**src/rtl/updown_pkg.sv**
```systemverilog
`default_nettype none
// ============================================================================
// Module   : updown_pkg
// Brief    : Shared state encoding and default widths for the triangle sweep.
// Revision : 1.0 - initial release
// ============================================================================
package updown_pkg;

  typedef enum logic [1:0] {
    IDLE = 2'd0,
    UP   = 2'd1,
    DOWN = 2'd2,
    DONE = 2'd3
  } sweep_state_t;

  localparam int c_W_DEFAULT     = 8;
  localparam int c_CYC_W_DEFAULT = 4;

endpackage
`default_nettype wire

```
**src/rtl/updown_sweep_ctrl_if.sv**
```systemverilog
`default_nettype none
// ============================================================================
// Module   : updown_sweep_ctrl_if
// Brief    : Host-side start/busy/done handshake and sweep bounds bundle.
// Revision : 1.0 - initial release
// ============================================================================
interface updown_sweep_ctrl_if
  import updown_pkg::*;
#(
  parameter int W     = c_W_DEFAULT,
  parameter int CYC_W = c_CYC_W_DEFAULT
);

  logic             start;
  logic             abort;
  logic [W-1:0]     lo;
  logic [W-1:0]     hi;
  logic [CYC_W-1:0] cycles;
  logic [W-1:0]     count;
  logic             dir;
  logic             busy;
  logic             done;
  logic             err;

  modport master (
    output start, abort, lo, hi, cycles,
    input  count, dir, busy, done, err
  );

  modport slave (
    input  start, abort, lo, hi, cycles,
    output count, dir, busy, done, err
  );

endinterface
`default_nettype wire

```
**src/rtl/updown_counter_en.sv**
```systemverilog
`default_nettype none
// ============================================================================
// Module   : updown_counter_en
// Brief    : W-bit up/down counter with enable; load takes priority over en.
// Revision : 1.0 - initial release
// ============================================================================
module updown_counter_en
  import updown_pkg::*;
#(
  parameter int W = c_W_DEFAULT
) (
  input  logic         clk,
  input  logic         rst_n,
  input  logic         en,
  input  logic         up,
  input  logic         load,
  input  logic [W-1:0] load_val,
  output logic [W-1:0] count
);

  always_ff @(posedge clk or negedge rst_n) begin
    if (!rst_n) begin
      count <= '0;
    end else if (load) begin
      count <= load_val;
    end else if (en) begin
      if (up) begin
        count <= count + 1'b1;
      end else begin
        count <= count - 1'b1;
      end
    end
  end

endmodule
`default_nettype wire

```
**src/rtl/updown_sweep_ctrl.sv**
```systemverilog
`default_nettype none
// ============================================================================
// Module   : updown_sweep_ctrl
// Brief    : Triangle-sweep sequencer lo->hi->lo for a programmed period count.
// Revision : 1.0 - initial release
// ============================================================================
module updown_sweep_ctrl
  import updown_pkg::*;
#(
  parameter int W     = c_W_DEFAULT,
  parameter int CYC_W = c_CYC_W_DEFAULT
) (
  input  logic                 clk,
  input  logic                 rst_n,
  updown_sweep_ctrl_if.slave   bus
);

  sweep_state_t     r_state;
  sweep_state_t     w_next;
  logic [W-1:0]     r_lo;
  logic [W-1:0]     r_hi;
  logic [CYC_W-1:0] r_cycles;
  logic [CYC_W-1:0] r_period;
  logic [CYC_W-1:0] w_period_inc;
  logic             r_done;
  logic             r_err;

  logic             w_en;
  logic             w_up;
  logic             w_load;
  logic             w_latch;
  logic             w_period_step;
  logic             w_err_req;
  logic [W-1:0]     w_count;

  updown_counter_en #(
    .W (W)
  ) u_counter (
    .clk      (clk),
    .rst_n    (rst_n),
    .en       (w_en),
    .up       (w_up),
    .load     (w_load),
    .load_val (bus.lo),
    .count    (w_count)
  );

  // Saturates so continuous mode can never wrap back to a matching value.
  assign w_period_inc = (r_period == '1) ? r_period : r_period + 1'b1;

  always_comb begin
    w_next        = r_state;
    w_en          = 1'b0;
    w_up          = 1'b1;
    w_load        = 1'b0;
    w_latch       = 1'b0;
    w_period_step = 1'b0;
    w_err_req     = 1'b0;

    case (r_state)
      IDLE: begin
        if (bus.start && !bus.abort) begin
          if (bus.lo < bus.hi) begin
            w_load  = 1'b1;
            w_latch = 1'b1;
            w_next  = UP;
          end else begin
            w_err_req = 1'b1;
          end
        end
      end

      UP: begin
        if (bus.abort) begin
          w_next = IDLE;
        end else if (w_count < r_hi) begin
          w_en = 1'b1;
        end else begin
          w_en   = 1'b1;
          w_up   = 1'b0;
          w_next = DOWN;
        end
      end

      DOWN: begin
        if (bus.abort) begin
          w_next = IDLE;
        end else if (w_count > r_lo) begin
          w_en = 1'b1;
          w_up = 1'b0;
        end else begin
          // Bottom of a period: the shared lo ends this one and starts the next.
          w_period_step = 1'b1;
          if ((r_cycles != '0) && (w_period_inc == r_cycles)) begin
            w_next = DONE;
          end else begin
            w_en   = 1'b1;
            w_next = UP;
          end
        end
      end

      DONE: begin
        w_next = IDLE;
      end

      default: begin
        w_next = IDLE;
      end
    endcase
  end

  always_ff @(posedge clk or negedge rst_n) begin
    if (!rst_n) begin
      r_state  <= IDLE;
      r_lo     <= '0;
      r_hi     <= '0;
      r_cycles <= '0;
      r_period <= '0;
      r_done   <= 1'b0;
      r_err    <= 1'b0;
    end else begin
      r_state <= w_next;
      if (w_latch) begin
        r_lo     <= bus.lo;
        r_hi     <= bus.hi;
        r_cycles <= bus.cycles;
        r_period <= '0;
      end else if (w_period_step) begin
        r_period <= w_period_inc;
      end
      r_done <= (r_state == DOWN) && (w_next == DONE);
      r_err  <= w_err_req;
    end
  end

  assign bus.count = w_count;
  assign bus.dir   = (r_state != DOWN);
  assign bus.busy  = (r_state == UP) || (r_state == DOWN);
  assign bus.done  = r_done;
  assign bus.err   = r_err;

endmodule
`default_nettype wire

```
**src/flat_wrapper.sv**
```systemverilog
// flat-port wrapper written by rule: the top's interface ports become plain ports
module updown_sweep_ctrl_flat import updown_pkg::*;
#(
  parameter int W     = c_W_DEFAULT,
  parameter int CYC_W = c_CYC_W_DEFAULT
)
  (clk, rst_n, bus_start, bus_abort, bus_lo, bus_hi, bus_cycles, bus_count, bus_dir, bus_busy, bus_done, bus_err);
  updown_sweep_ctrl_if #(.W(W), .CYC_W(CYC_W)) bus_i ();
  input  logic clk;
  input  logic rst_n;
  input wire logic [$bits(bus_i.start)-1:0] bus_start;
  input wire logic [$bits(bus_i.abort)-1:0] bus_abort;
  input wire logic [$bits(bus_i.lo)-1:0] bus_lo;
  input wire logic [$bits(bus_i.hi)-1:0] bus_hi;
  input wire logic [$bits(bus_i.cycles)-1:0] bus_cycles;
  output wire logic [$bits(bus_i.count)-1:0] bus_count;
  output wire logic [$bits(bus_i.dir)-1:0] bus_dir;
  output wire logic [$bits(bus_i.busy)-1:0] bus_busy;
  output wire logic [$bits(bus_i.done)-1:0] bus_done;
  output wire logic [$bits(bus_i.err)-1:0] bus_err;
  assign bus_i.start = bus_start;
  assign bus_i.abort = bus_abort;
  assign bus_i.lo = bus_lo;
  assign bus_i.hi = bus_hi;
  assign bus_i.cycles = bus_cycles;
  assign bus_count = bus_i.count;
  assign bus_dir = bus_i.dir;
  assign bus_busy = bus_i.busy;
  assign bus_done = bus_i.done;
  assign bus_err = bus_i.err;
  updown_sweep_ctrl #(.W(W), .CYC_W(CYC_W)) u_core (.clk(clk), .rst_n(rst_n), .bus(bus_i));
endmodule
```
**config.mk**
```make
export PLATFORM = sky130hd
export DESIGN_NAME = updown_sweep_ctrl_flat
export DESIGN_NICKNAME = d
export VERILOG_FILES = /design/src/rtl/updown_pkg.sv /design/src/rtl/updown_sweep_ctrl_if.sv /design/src/rtl/updown_counter_en.sv /design/src/rtl/updown_sweep_ctrl.sv /design/src/flat_wrapper.sv
export SDC_FILE = /design/constraint.sdc
export NUM_CORES = 1
export LEC_CHECK = 0
export BUFFER_PORTS_ARGS = -buffer_cell sky130_fd_sc_hd__buf_2
export CAP_MARGIN = 20
export CORE_UTILIZATION = 40
export DETAILED_ROUTE_END_ITERATION = 8
export MAX_ROUTING_LAYER = met4
export PLACE_DENSITY = 0.59
export SYNTH_ARGS = -nofsm -noshare
export SYNTH_HDL_FRONTEND = slang
export SYNTH_HIERARCHICAL = 1
export SYNTH_SLANG_ARGS = --single-unit
```
**constraint.sdc**
```tcl
create_clock -name clk -period 4.8 [get_ports clk]
set_input_delay 0.72 -clock clk [delete_from_list [all_inputs] [get_ports clk]]
set_output_delay 0.72 -clock clk [all_outputs]
set_load 0.01 [all_outputs]
```
==> summary.md, run 1 <==
| Metric | Value |
|---|---|
| Worst R2R End | `u_core/u_counter/count[7]` |
| Setup TNS | `0 ns` |
| Detailed Routing Iterations Pass 1 | `4` |
| # setup viols final | `0` |
| IO Port Bufs | `35` |
| Die height | `83.2 µm` |
| RR Startpoint | `u_core/u_counter/count[1]` |
| Nature of the critical path endpoint | `flip-flop` |
| Core Area | `6350 µm²` |
| DR iter-0 viols | `95` |
| Placer Congestion | `0.814` |
| Required @ worst endpoint | `5.00 ns` |
| CTS tree | `built` |
| Tmin final | `3.85 ns` |
| Final nets | `392` |
| DP Wirelength | `4510 µm` |
| H-tree depth | `2` |
| Slew HR | `0.458` |
| Hold-fix buffers, CTS | `0` |
| Seq cells post-synth | `36` |
| CTS Buffer Depth | `2` |
| WHS Endpoint | `u_core/r_hi[0]` |
| Vias per cell | `5.31` |
| Via count | `2194` |
| Hold WS | `0.490 ns` |
| Power Dens Cells | `584 nW/µm²` |
| Synthesized cell area | `2640 µm²` |
| CP bufs+invs | `1` |
| Max-Cap Viols | `0` |
| Wirelength per Cell | `14.1 µm` |
| CP max FO | `7` |
| WP data arrival | `4.05 ns` |
| Full die area | `6920 µm²` |
| Worst hold path class | `reg2reg` |
| Die X | `83.2 µm` |
| Top_reg_cell synth | `dfrtp_1` |
| Total gr overflow | `0` |
| Depth of the most critical reg-to-reg path | `14` |
| Hold path start | `u_core/r_hi[0]` |
| Area delta synth->final | `13.6%` |
| Syn Inst Count | `298` |
| CP delay by family, top | `compound AO/OA/AOI/OAI gates` |
| Clock latency on the worst-skew pair | `0.29 ns` |
| Number of synthesized flops with an enable pin | `0` |
| Largest net degree at the start of global routing | `40` |
| Starting density of the core | `0.415` |
| I/O pin count | `36` |
| CP Launch Type | `flip-flop` |
| Overall routing resource usage | `0.186` |
| Post-layout power | `1750 µW` |
| Post-CTS Setup Bufs | `0` |
| Multi-input gate area | `1580 µm²` |
| Fin. Hold Viols | `0` |
| Distinct cells, synth | `56` |
| Most common cell in the synthesized netlist | `nand2_1` |
| Slew Viols, Final | `0` |
| Final wirelength | `5840 µm` |
| Post-place setup slack | `0.998 ns` |
| Worst-path clk slew | `0.08 ns` |
| Max stage delay on crit path | `0.47 ns` |
| Vias in the first global route | `2134` |
| Critical path's slowest cell | `dfrtp_1` |
| Worst clock skew | `0.00337 ns` |
| ANT cells | `0` |
| Ys async rst share | `1.00` |
| Top-area cell type share of the netlist area | `0.342` |
| Post-Syn Area per Cell | `8.85 µm²` |
| Final WS setup | `0.949 ns` |
| FMAX | `260 MHz` |
| Register area | `901 µm²` |
| Worst-margin pin slew | `0.813 ns` |
| Status | `finished clean` |
| # DRC | `0` |
| Leakage | `0.00147 µW` |
| RSZ-0062 raised after global routing | `no` |
| Antenna violations before repair | `0` |
| Synthesized Nets | `355` |
| R2r setup slk | `0.95 ns` |
| # rows | `29` |
| Crit-path cells | `ha_1 -> nor2b_1 -> o211ai_1 -> a21oi_2 -> nor2_1 -> a22oi_1 -> nand3b_1 -> inv_1 -> ha_1 -> a211oi_1 -> or3_1 -> and4_4 -> o31a_1 -> o31ai_1` |
| Hold Crit Depth | `2` |
| Post-synth top cells | `nand2_1 (49), dfrtp_1 (36), ha_1 (32)` |
| Clock Sinks | `36` |
| Worst vdd ir | `0.238 mV` |
| Post-DRT Antenna Nets | `0` |
| Crit share post-route | `0.802` |
| Post-synthesis sequential area ratio | `0.342` |
| Yosys warnings | `6` |
| Clock root cell | `clkbuf_8` |
| Num CTS Buffers | `5` |
| Resized Gates After CTS | `0` |
| Setup CP Type | `reg2reg` |
| First-pass GRT wire length | `10100 µm` |
| Yosys top cell by area | `dfrtp_1` |
| Largest cells by area after synthesis | `dfrtp_1 (34%), ha_1 (15%), nand2_1 (7.0%)` |
| Layout cell share with drive strength beyond 1 | `0.170` |
| FILL cells | `631` |
| CP most frequent cell | `ha_1` |
## state kept, by name, indices dropped and copies added, names as in the netlist
register and cells:
u_core/bus.done 1, u_core/r_hi 8, u_core/u_counter/count 8, u_core/r_cycles 4, u_core/r_period 4, u_core/bus.err 1
u_core/r_state 2, u_core/r_lo 8
## power breakdown
| part | total, µW | leakage, µW | switching (µW) | internal [µW] |
|---|---|---|---|---|
| combinational | 954 | 0.000960 | 561 | 393 |
| sequential | 526 | 0.000458 | 97.9 | 428 |
| clock | 269 | 0.0000541 | 116 | 154 |
| total | 1750 | 0.00147 | 774 | 975 |
## cell families after synthesis
group / after synthesis / share of synthesized area
compound gates: 76 / 0.187
xor+xnor: 6 / 0.0199
fa+ha+maj: 33 / 0.159
buf+inv: 37 / 0.0579
flops: 36 / 0.342
mux: 8 / 0.0309
simple gates: 102 / 0.204
## how the worst max path moves through the flow
stage / from / end / slack, ns / cells after the start
after global placement: u_core/u_counter/count[1] / u_core/u_counter/count[7] / 1.09 / 14
after floorplan: u_core/u_counter/count[0] / u_core/u_counter/count[7] / 1.36 / 15
final: u_core/u_counter/count[1] / u_core/u_counter/count[7] / 0.95 / 14
after detailed placement: u_core/u_counter/count[7] / u_core/u_counter/count[7] / 1.0 / 14
after CTS: u_core/u_counter/count[1] / u_core/u_counter/count[7] / 0.97 / 14
after global routing: u_core/u_counter/count[0] / u_core/u_counter/count[7] / 0.55 / 15
## stage by stage
stage                util  cell area, µm²  cells
floorplan               -            2640    298
global placement    0.454            2880    405
detailed placement  0.454            2880    405
CTS                 0.472            2990    413
global route        0.472            2990    413
finish              0.472            2990    413
## cell usage in the layout, fill, tap and decap left out, drive strengths merged, types with 2 or more instances in the layout
cell type / synthesis / layout
nand4b: 2 / 2
a211oi: 6 / 6
nand2: 49 / 49
nor2: 11 / 11
mux2i: 7 / 7
a21o: 7 / 7
nand3: 8 / 8
dfrtp: 36 / 36
and4: 2 / 2
nor2b: 7 / 7
inv: 30 / 30
xnor2: 5 / 5
nor4: 4 / 4
nor4b: 2 / 2
buf: 4 / 37
o21ai: 27 / 27
clkbuf: 3 / 5
nor3: 3 / 3
a311oi: 2 / 2
a21oi: 16 / 16
o21a: 2 / 2
nand2b: 5 / 5
ha: 32 / 32
o21bai: 2 / 2
nand4: 2 / 2
a31oi: 3 / 3
## per-layer routing
metal  track usage  part of all wire
met1         0.248              0.50
met2         0.291              0.45
met3        0.0318             0.032
met4        0.0580             0.011
met5             -                 0
## tightest hold or removal path: cells and delay by family (launching register included)
kind / cells / cell delay [ns]
simple gates: 2 / 0.10
flops: 1 / 0.35
## area by class of cell
cell class                 count  area share
multi-input combinational    225       0.529
sequential                    36       0.301
timing repair buffer          37      0.0635
inverter                      30      0.0376
tap                           77      0.0322
clock buffer                   5      0.0230
clock inverter                 3      0.0142
No activity file was read; power rests on OpenSTA's default activity.
==> inputs of run 2 (changes only) <==
ABC_AREA = 1   (was not set)
PLACE_DENSITY = 0.61   (was 0.59)
clock period = 3.23 ns   (was 4.8 ns; I/O delays follow)
==> run 2 against run 1 <==
Sequential cell count unchanged. Combinational power is 58% higher. Via count is 7.9% higher. First-iteration DRC count grew 5.3%. Clock power grew 51%. Routed wire length grew 5.1%. Critical endpoint unchanged. Largest power group unchanged.
==> summary.md, run 2 <==
| Metric | Value |
|---|---|
| Post-Layout Inst Area | `3000 µm² (+0.17%)` |
| Required @ worst endpoint | `3.41 ns (-1.59 ns)` |
| FMAX | `343 MHz (+32%)` |
| Area delta synth->final | `13.8%` |
| DR iter-0 viols | `100 (+5.3%)` |
| Setup TNS | `0 ns (unchanged)` |
| Tmin final | `2.91 ns (-0.939 ns)` |
| Max-Cap Viols | `0 (unchanged)` |
| Antenna violations before repair | `0 (unchanged)` |
| Vias per cell | `5.03 (-5.4%)` |
| Yosys top cell by area | `dfrtp_1` |
| R2r setup slk | `0.32 ns (-0.63 ns)` |
| Crit share post-route | `0.902 (+0.0994)` |
| Post-Syn Area per Cell | `7.45 µm² (-16%)` |
| Distinct cells, synth | `33 (-41%)` |
| Slew Viols, Final | `0 (unchanged)` |
| Worst hold path class | `in2async` |
| Crit-path cells | `ha_1 -> nand2_1 -> nor2_1 -> nand4_1 -> nand2_1 -> inv_1 -> o2111ai_1 -> inv_2 -> ha_1 -> or2_4 -> nand3_1 -> nand3_1 -> nand3_1 -> nand2_1` |
| Final nets | `450 (+15%)` |
| Worst-path clk slew | `0.08 ns (about the same)` |
| Resized Gates After CTS | `0 (unchanged)` |
| Placer Congestion | `0.830 (+1.9%)` |
| Most common cell in the synthesized netlist | `nand2_1` |
| Worst vdd ir | `0.339 mV (+43%)` |
| Worst R2R End | `u_core/u_counter/count[7]` |
| Leading cell type in the layout, fill and taps excluded | `nand2_1` |
| Critical path's slowest cell | `dfrtp_1` |
| Num CTS Buffers | `5 (unchanged)` |
| Slew HR | `0.444 (-0.0142)` |
| Die X | `83.2 µm (unchanged)` |
| Final wirelength | `6140 µm (+5.1%)` |
| Total gr overflow | `0 (unchanged)` |
| CP Launch Type | `flip-flop` |
| Hold-fix buffers, CTS | `0 (unchanged)` |
| Setup CP Type | `reg2reg` |
| CP delay by family, top | `simple AND/OR/NAND/NOR gates` |
| Wirelength per Cell | `13.0 µm (-7.9%)` |
| Post-layout power | `2740 µW (+56%)` |
| IO Port Bufs | `35 (unchanged)` |
| Post-synth top cells | `nand2_1 (105), inv_1 (55), dfrtp_1 (36)` |
| Simple-gate portion of the synthesized area | `0.271 (+0.0669)` |
| CTS Buffer Depth | `2 (unchanged)` |
| Vias in the first global route | `2359 (+11%)` |
| Fin. Hold Viols | `0 (unchanged)` |
| First-pass GRT wire length | `10600 µm (+4.6%)` |
| Detailed Routing Iterations Pass 1 | `4 (unchanged)` |
| Die height | `83.2 µm (unchanged)` |
| Status | `finished clean` |
| Synthesized Nets | `411 (+16%)` |
| ANT cells | `0 (unchanged)` |
| Yosys warnings | `6 (unchanged)` |
| Synth Area in XOR/XNOR | `0.00332 (-0.0166)` |
| Overall routing resource usage | `0.196 (+0.00961)` |
| Worst clock skew | `0.00571 ns (+0.00234 ns)` |
| Post-Place Cells | `463 (+14%)` |
| Worst-margin pin slew | `0.834 ns (+0.0213 ns)` |
| Number of synthesized flops with an enable pin | `0 (unchanged)` |
| # rows | `29 (unchanged)` |
| Top-area cell type share of the netlist area | `0.342 (unchanged)` |
| Post-CTS Setup Bufs | `0 (unchanged)` |
| Seq cells post-synth | `36 (unchanged)` |
| Cell Area, Placed | `2890 µm² (+0.17%)` |
| Post-synthesis compound-gate area fraction | `0.127 (-0.0593)` |
| Largest net degree at the start of global routing | `37 (-7.5%)` |
| Adder-cell share of the synthesized area | `0.159 (unchanged)` |
| Clock latency on the worst-skew pair | `0.29 ns (about the same)` |
| Leakage | `0.00166 µW (+13%)` |
| Post-DRT Antenna Nets | `0 (unchanged)` |
| Starting density of the core | `0.415 (unchanged)` |
| Post-synthesis mux area share | `0 (-0.0308)` |
| CTS tree | `built` |
| Largest registers | `u_core/r_hi: 8 flops, u_core/r_lo: 8 flops, u_core/u_counter/count: 8 flops` |
| Top_reg_cell synth | `dfrtp_1` |
| Syn Inst Count | `354 (+19%)` |
| Largest family of logic cells by synthesized area | `simple AND/OR/NAND/NOR gates` |
| H-tree depth | `2 (unchanged)` |
| Post-Layout Cell Count | `471 (+14%)` |
| Post-synthesis sequential area ratio | `0.342 (unchanged)` |
| Power Dens Cells | `912 nW/µm² (+56%)` |
| Core Area | `6350 µm² (unchanged)` |
| Nature of the critical path endpoint | `flip-flop` |
| Hold WS | `0.286 ns (-0.204 ns)` |
| Synthesized cell area | `2640 µm² (unchanged)` |
| RSZ-0062 raised after global routing | `no` |
| # setup viols final | `0 (unchanged)` |
| Via count | `2367 (+7.9%)` |
| Full die area | `6920 µm² (unchanged)` |
| Clock root cell | `clkbuf_8` |
| Depth of the most critical reg-to-reg path | `14 (unchanged)` |
| Largest cells by area after synthesis | `dfrtp_1 (34%), ha_1 (15%), nand2_1 (15%)` |
| Ys async rst share | `1.00 (unchanged)` |
| CP max FO | `7 (unchanged)` |
| WP data arrival | `3.09 ns (-0.96 ns)` |
| Layout cell share with drive strength beyond 1 | `0.155 (-0.0148)` |
| RR Startpoint | `u_core/u_counter/count[7]` |
| Max stage delay on crit path | `0.46 ns (about the same)` |
| # DRC | `0 (unchanged)` |
| Most frequent cells in the layout | `nand2_1 (105), inv_1 (54), dfrtp_1 (36), buf_2 (35), ha_1 (32)` |
| I/O pin count | `36 (unchanged)` |
| Clock Sinks | `36 (unchanged)` |
| CP bufs+invs | `2 (+1)` |
| DP Wirelength | `4730 µm (+4.8%)` |
run 2: where the power goes:
part / leakage, µW / total, µW / switching, µW / internal, µW
logic: 0.00115 / 1510 / 909 / 597
clock network: 0.0000552 / 406 / 176 / 229
registers: 0.000453 / 824 / 173 / 651
total: 0.00166 / 2740 / 1260 / 1480
run 2: per-stage QoR:
step	util	setup WS, ns
after floorplan	-	0.579
after global placement	0.455	0.176
after CTS	0.472	0.121
after global routing	0.472	0.0507
final	0.472	0.317
after detailed placement	0.455	0.126
run 2: metal layers:
layer	track usage	routed length [µm]	up-vias
met5	-	0	-
met4	0.0721	144	0
met3	0.0318	212	14
met2	0.327	2850	53
met1	0.239	2930	1082
li1	-	-	1218
run 2: area by class of cell:
type | count | area, µm²
fillers | 650 | 3350
well taps | 77 | 96.3
flip-flops and latches | 36 | 901
clock buffers | 6 | 72.6
clock inverters | 2 | 35.0
inverters | 58 | 223
repair buffers | 37 | 190
multi-input cells | 255 | 1480
run 2: worst max path at each step:
stage,from,end,slack [ns],cells after the start
6_report,u_core/u_counter/count[7],u_core/u_counter/count[7],0.32,14
5_1_grt,u_core/u_counter/count[7],u_core/u_counter/count[7],0.05,15
4_1_cts,u_core/u_counter/count[1],u_core/u_counter/count[6],0.12,14
3_5_place_dp,u_core/u_counter/count[1],u_core/u_counter/count[6],0.13,14
3_3_place_gp,u_core/u_counter/count[1],u_core/u_counter/count[6],0.18,14
2_1_floorplan,u_core/u_counter/count[5],u_core/u_counter/count[6],0.58,16
run 2: cells by family (layout without fill, tap and decap cells):
family | after synthesis | in the layout
AO/OA/AOI/OAI | 55 | 55
flip-flops | 36 | 36
AND/OR/NAND/NOR | 166 | 166
buffers and inverters | 63 | 103
XOR/XNOR | 1 | 1
adder cells (fa/ha/maj) | 33 | 33
